File: config.mk
export PLATFORM = sky130hd
export DESIGN_NAME = umi_rx_arb_sim
export DESIGN_NICKNAME = d
export VERILOG_FILES = /design/src/rtl/umi_rx_arb_pkg.sv /design/src/rtl/umi_rx_chan_fifo.sv /design/src/rtl/umi_rx_arb_sim.sv
export SDC_FILE = /design/constraint.sdc
export NUM_CORES = 2
export LEC_CHECK = 0
export CORE_MARGIN = 2
export CORE_UTILIZATION = 45
export CTS_BUF_LIST = sky130_fd_sc_hd__clkbuf_4 sky130_fd_sc_hd__clkbuf_8
export DETAILED_ROUTE_END_ITERATION = 7
export PLACE_DENSITY = 0.76
export SYNTH_ARGS = -nofsm -noshare
export SYNTH_HDL_FRONTEND = slang
export SYNTH_HIERARCHICAL = 1
export SYNTH_SLANG_ARGS = --single-unit
File: constraint.sdc
create_clock -name clk -period 13.5 [get_ports clk]
set_input_delay 2.025 -clock clk [delete_from_list [all_inputs] [get_ports clk]]
set_output_delay 2.025 -clock clk [all_outputs]
set_load 0.01 [all_outputs]
File: src/rtl/umi_rx_arb_pkg.sv
// umi_rx_arb_pkg: shared constants for the multi-channel UMI RX arbiter.
// Valid-throttle mode encodings, LFSR tap mask and LFSR step helper.
package umi_rx_arb_pkg;

    localparam logic [1:0] VM_EAGER     = 2'd0;
    localparam logic [1:0] VM_RANDOM    = 2'd1;
    localparam logic [1:0] VM_ALTERNATE = 2'd2;

    // Galois form of x^16+x^14+x^13+x^11, right-shifting.
    localparam logic [15:0] LFSR_TAPS = 16'hB400;

    function automatic logic [15:0] lfsr_next(input logic [15:0] s);
        return {1'b0, s[15:1]} ^ (s[0] ? LFSR_TAPS : 16'h0000);
    endfunction

endpackage

File: src/rtl/umi_rx_chan_fifo.sv
// umi_rx_chan_fifo: per-channel first-word-fall-through packet FIFO.
// Ports: clk, rst (async high), push/wdata, pop/rdata, full, empty.
module umi_rx_chan_fifo #(
    parameter int DEPTH = 4,
    parameter int W     = 8
) (
    input  logic         clk,
    input  logic         rst,
    input  logic         push,
    input  logic [W-1:0] wdata,
    input  logic         pop,
    output logic [W-1:0] rdata,
    output logic         full,
    output logic         empty
);

    localparam int PW = $clog2(DEPTH);

    logic [W-1:0]  mem [DEPTH];
    logic [PW-1:0] wr_ptr;
    logic [PW-1:0] rd_ptr;
    logic [PW:0]   count;
    logic          wr_en;
    logic          rd_en;

    assign wr_en = push & ~full;
    assign rd_en = pop & ~empty;
    assign full  = (count == (PW+1)'(DEPTH));
    assign empty = (count == '0);
    assign rdata = mem[rd_ptr];

    always_ff @(posedge clk or posedge rst) begin
        if (rst) begin
            wr_ptr <= '0;
            rd_ptr <= '0;
            count  <= '0;
        end else begin
            if (wr_en) wr_ptr <= wr_ptr + PW'(1);
            if (rd_en) rd_ptr <= rd_ptr + PW'(1);
            if (wr_en && !rd_en) count <= count + (PW+1)'(1);
            else if (!wr_en && rd_en) count <= count - (PW+1)'(1);
        end
    end

    // Storage needs no reset; only entries below count are ever read.
    always_ff @(posedge clk) begin
        if (wr_en) mem[wr_ptr] <= wdata;
    end

endmodule

File: src/rtl/umi_rx_arb_sim.sv
// umi_rx_arb_sim: buffers NCH UMI streams and merges them round-robin.
// Ports: in_* per-channel streams, valid_mode throttle, UMI output + chan.
module umi_rx_arb_sim
    import umi_rx_arb_pkg::*;
#(
    parameter int          NCH       = 2,
    parameter int          DEPTH     = 4,
    parameter int          DW        = 256,
    parameter int          AW        = 64,
    parameter int          CW        = 32,
    parameter logic [15:0] LFSR_SEED = 16'hACE1
) (
    input  logic                    clk,
    input  logic                    rst,
    input  logic [NCH*DW-1:0]       in_data,
    input  logic [NCH*AW-1:0]       in_srcaddr,
    input  logic [NCH*AW-1:0]       in_dstaddr,
    input  logic [NCH*CW-1:0]       in_cmd,
    input  logic [NCH-1:0]          in_valid,
    output logic [NCH-1:0]          in_ready,
    input  logic [1:0]              valid_mode,
    output logic [DW-1:0]           data,
    output logic [AW-1:0]           srcaddr,
    output logic [AW-1:0]           dstaddr,
    output logic [CW-1:0]           cmd,
    output logic                    valid,
    input  logic                    ready,
    output logic [((NCH > 1) ? $clog2(NCH) : 1)-1:0] chan
);

    localparam int W   = DW + 2*AW + CW;
    localparam int CHW = (NCH > 1) ? $clog2(NCH) : 1;

    logic [NCH-1:0] full;
    logic [NCH-1:0] empty;
    logic [NCH-1:0] push;
    logic [NCH-1:0] pop;
    logic [W-1:0]   head [NCH];

    logic [CHW-1:0] rr;
    logic [CHW-1:0] gnt;
    logic [CHW-1:0] idx;
    logic           found;
    logic [15:0]    lfsr;
    logic           tog;
    logic           gate;
    logic           load;

    for (genvar i = 0; i < NCH; i++) begin : g_ch
        assign push[i] = in_valid[i] & ~full[i];
        assign pop[i]  = load & (gnt == CHW'(i));

        umi_rx_chan_fifo #(
            .DEPTH (DEPTH),
            .W     (W)
        ) u_fifo (
            .clk   (clk),
            .rst   (rst),
            .push  (push[i]),
            .wdata ({in_cmd[i*CW +: CW], in_dstaddr[i*AW +: AW],
                     in_srcaddr[i*AW +: AW], in_data[i*DW +: DW]}),
            .pop   (pop[i]),
            .rdata (head[i]),
            .full  (full[i]),
            .empty (empty[i])
        );
    end

    assign in_ready = ~full;

    always_comb begin
        case (valid_mode)
            VM_EAGER:     gate = 1'b1;
            VM_RANDOM:    gate = lfsr[0];
            VM_ALTERNATE: gate = tog;
            default:      gate = 1'b1;
        endcase
    end

    // Rotating search: rr holds the channel after the last grant.
    always_comb begin
        found = 1'b0;
        gnt   = '0;
        idx   = rr;
        for (int k = 0; k < NCH; k++) begin
            if (!found && !empty[idx]) begin
                found = 1'b1;
                gnt   = idx;
            end
            idx = (idx == CHW'(NCH-1)) ? '0 : idx + CHW'(1);
        end
    end

    // The gate only blocks new loads; a presented packet is never withdrawn.
    assign load = (~valid | ready) & gate & found;

    always_ff @(posedge clk or posedge rst) begin
        if (rst) begin
            valid   <= 1'b0;
            data    <= '0;
            srcaddr <= '0;
            dstaddr <= '0;
            cmd     <= '0;
            chan    <= '0;
            rr      <= '0;
            lfsr    <= LFSR_SEED;
            tog     <= 1'b0;
        end else begin
            lfsr <= lfsr_next(lfsr);
            tog  <= ~tog;
            if (load) begin
                valid <= 1'b1;
                {cmd, dstaddr, srcaddr, data} <= head[gnt];
                chan  <= gnt;
                rr    <= (gnt == CHW'(NCH-1)) ? '0 : gnt + CHW'(1);
            end else if (ready) begin
                valid <= 1'b0;
            end
        end
    end

endmodule

==> summary.md <==
| Metric | Value |
|---|---|
| Status | `complete, no violations` |
| Setup crit start kind | `input pin` |
| Period Utilization, post-route | `39.3%` |
| Largest net degree at the start of global routing | `between 100 and 150` |
| LEAKAGE | `approximately 0.057 uW` |
| Final setup vio count | `0` |
| DIE AREA | `~320000 um^2` |
| Mapped Nets | `6656` |
| CTS Buf Count | `597` |
| # DRC | `0` |
| FP Rows | `206` |
| CP arrival | `approximately 6000 ps` |
| Top-count cell post-synth | `edfxtp_1` |
| Total grt overflow | `0` |
| Area Growth Syn to Fin | `21.2%` |
| Syn Inst Count | `between 5000 and 6000` |
| Max-cap violations | `0` |
| Width of the die | `between 500 and 600 um` |
| Setup WS post-layout | `8200 ps` |
| ANT nets after route | `0` |
| Number of synthesis warnings | `6` |
| Hold Vio Cnt, Final | `0` |
| First-pass GRT wire length | `about 510000 um` |
| Die H | `565 um` |
| CTS tree | `built` |
| 1st-iter DRT viols | `7620` |
| Place WS | `7120 ps` |
| Setup Crit Path Kind | `in2reg` |
| CTS hold repair buffers | `0` |
| Clk_lat worst skew | `1180 ps` |
| Fmax achieved | `roughly 190 MHz` |
| Hold endpoint | `lfsr[8]` |
| Vias per std cell | `5.61` |
| Ys async rst share | `a little under an eighth` |
| Filler Cell Count | `22600` |
| Worst R2R Start | `g_ch[1].u_fifo/rd_ptr[0]` |
| Sequential element share of the synthesized area | `78.4%` |
| CP Data Required Time | `between 10000 and 15000 ps` |
| IO Port Bufs | `roughly 1300` |
| Fin. max-slew vios | `0` |
| RSZ-0062 raised after global routing | `no` |
| Commonest cells in the synthesized netlist | `edfxtp_1, mux2_2, mux4_2` |
| Share of layout cells above drive strength 1 | `about a third` |
| Skew final | `approximately 100 ps` |
| Max rail drop VDD | `247 uV` |
| CTS HTree Levels | `6` |
| Antenna violations before repair | `roughly 190` |
| Postcts setup bufs | `0` |
| Netlist Area Pre-Place | `142000 um^2` |
| Overall Power | `just under 40000 uW` |
| CORE AREA | `about 310000 um^2` |
| DR pass1 iterations | `5` |
| Crit end category | `flop` |
| Syn Area/Cell | `roughly 24 um^2` |
| Prevailing post-synth register cell | `edfxtp_1` |
| Hold Path Class | `reg2reg` |
| Critical-path maximum fanout | `approximately 110` |
| Post-route insts no fill | `12300` |
| Initial Util | `a little under half` |
| WL per Instance | `about 29 um` |
| Longest Clk Path Bufs | `4` |
| Drt total wl | `361000 um` |
| Worst-path clk slew | `approximately 60 ps` |
| Slew headroom | `between 10% and 20%` |
| # IOs | `roughly 1300` |
| FF-to-FF setup slack | `roughly 8700 ps` |
| Worst-margin pin slew | `between 1000 and 1500 ps` |
| EDFF count, synth | `around 3300` |
| Hold WS | `353 ps` |
| Reg2reg path depth | `6` |
| Fin nets | `~8300` |
| Post_cts resized | `0` |
| Root buf cell | `clkbuf_8` |
| Hold Path Stages | `0` |
| Met2 Use GR | `between 30 and 40%` |
| Total track usage | `approximately 22%` |
| Inst Count DP | `11000` |
| Met1 Use GR | `between 20 and 30%` |
| Setup Total Neg Slack | `0 ps` |
| Routability cong. | `between 0.8 and 0.9` |
| Count of cell types in the netlist | `29` |
| CTS Sinks | `about 3800` |
| Pwr/cell area | `around 230 nW/um^2` |
| Area contributors post-synth | `edfxtp_1, mux4_2, dfrtp_1, mux2_2, buf_6` |
| Critical hold path startpoint | `lfsr[9]` |
| GR Util met3 | `a little over 7%` |
| Number of global-route vias before repair | `just over 70000` |
| Dpl hpwl | `roughly 220000 um` |
| Share of the synthesized area in the top cell type | `between 70% and 80%` |
| Largest area contributor in the netlist | `edfxtp_1` |
| Post-layout min period | `5300 ps` |
| Vias | `between 60000 and 70000` |
| GRT busiest layer | `met2` |
| Flops & latches, synth | `approximately 3800` |
| Capture point of the worst reg-to-reg path | `data[136]` |
[per-layer routing]
metal	share of wire, %	vias to the layer above
met2	48	3377
met1	38	36500
met5	0.25	-
met3	10	742
met4	3.9	140
li1	-	28000
[final cells by class]
type                    instances  area [um^2]  share of cell area [%]
inverters                      15         60.1                  0.0350
clock buffers                 924        11000                    6.41
multi-input cells            1730        28700                    16.7
clock inverters               187         1580                   0.920
repair buffers               1343        13700                    7.96
flip-flops and latches       3778       111000                    64.7
diodes                        127          318                   0.185
well taps                    4160         5200                    3.03
[report_power, final]
part / switching [uW] / total, uW / internal [uW]
Combinational: 6140 / 12400 / 6250
Sequential: 1110 / 16900 / 15800
Clock: 4600 / 10000 / 5400
Total: 11800 / 39300 / 27400
[layout by cell type (no fill, tap or decap), drive strengths merged, types with 3 or more instances in the layout]
| cell type | netlist | routed |
|---|---|---|
| edfxtp | 3328 | 3328 |
| clkdlybuf4s50 | 0 | 1258 |
| clkbuf | 28 | 924 |
| mux2 | 837 | 837 |
| mux4 | 832 | 832 |
| dfrtp | 442 | 442 |
| clkinv | 0 | 131 |
| diode | 0 | 127 |
| buf | 252 | 85 |
| inv | 15 | 55 |
| ha | 12 | 12 |
| clkinvlp | 0 | 11 |
| and2 | 9 | 9 |
| xnor2 | 8 | 8 |
| dfstp | 8 | 8 |
| xor2 | 7 | 7 |
| nor2b | 5 | 5 |
| bufinv | 0 | 5 |
| nor2 | 3 | 3 |
| nand2b | 3 | 3 |
[sequential cells by signal (all words and copies together), names as in the netlist]
register,flops
chan,1
cmd,32
data,256
dstaddr,64
g_ch.u_fifo/count,6
g_ch.u_fifo/mem,3328
g_ch.u_fifo/rd_ptr,4
g_ch.u_fifo/wr_ptr,4
lfsr,16
rr,1
srcaddr,64
tog,1
valid,1
[through the flow]
step / util, % / instance area (um^2)
final: 54.7 / 172000
after detailed placement: 50.6 / 159000
after global routing: 54.6 / 172000
after global placement: 50.6 / 159000
after floorplan: - / 142000
after CTS: 54.6 / 172000
[worst max path at each step]
stage	start	endpoint	cells after the start	slack (ps)
floorplan	in_valid[0]	g_ch[0].u_fifo/mem[2][0]	4	760
global placement	in_valid[1]	g_ch[1].u_fifo/mem[3][291]	7	7220
detailed placement	in_valid[1]	g_ch[1].u_fifo/mem[3][289]	7	7120
CTS	g_ch[0].u_fifo/count[0]	in_ready[0]	3	8100
global route	g_ch[0].u_fifo/count[0]	in_ready[0]	3	8100
finish	in_valid[1]	g_ch[1].u_fifo/mem[2][130]	7	8200
[cells by family (layout without fill, tap and decap cells)]
logic type	count (synthesis)	in the layout	share of synthesized area [%]
fa+ha+maj	14	14	0.134
mux	1670	1670	19.9
compound gates	4	4	0.0397
xor+xnor	15	15	0.0926
simple gates	27	27	0.114
other cells	0	127	0
buf+inv	295	2469	1.34
flops	3778	3778	78.4
[worst max-delay path, stage by stage]
cell	delay (ps)
clkdlybuf4s50_1	550
nor2b_1	150
nor2b_1	450
and2_4	480
buf_4	570
buf_4	800
buf_12	440
Power figures use the tool's default switching activity.
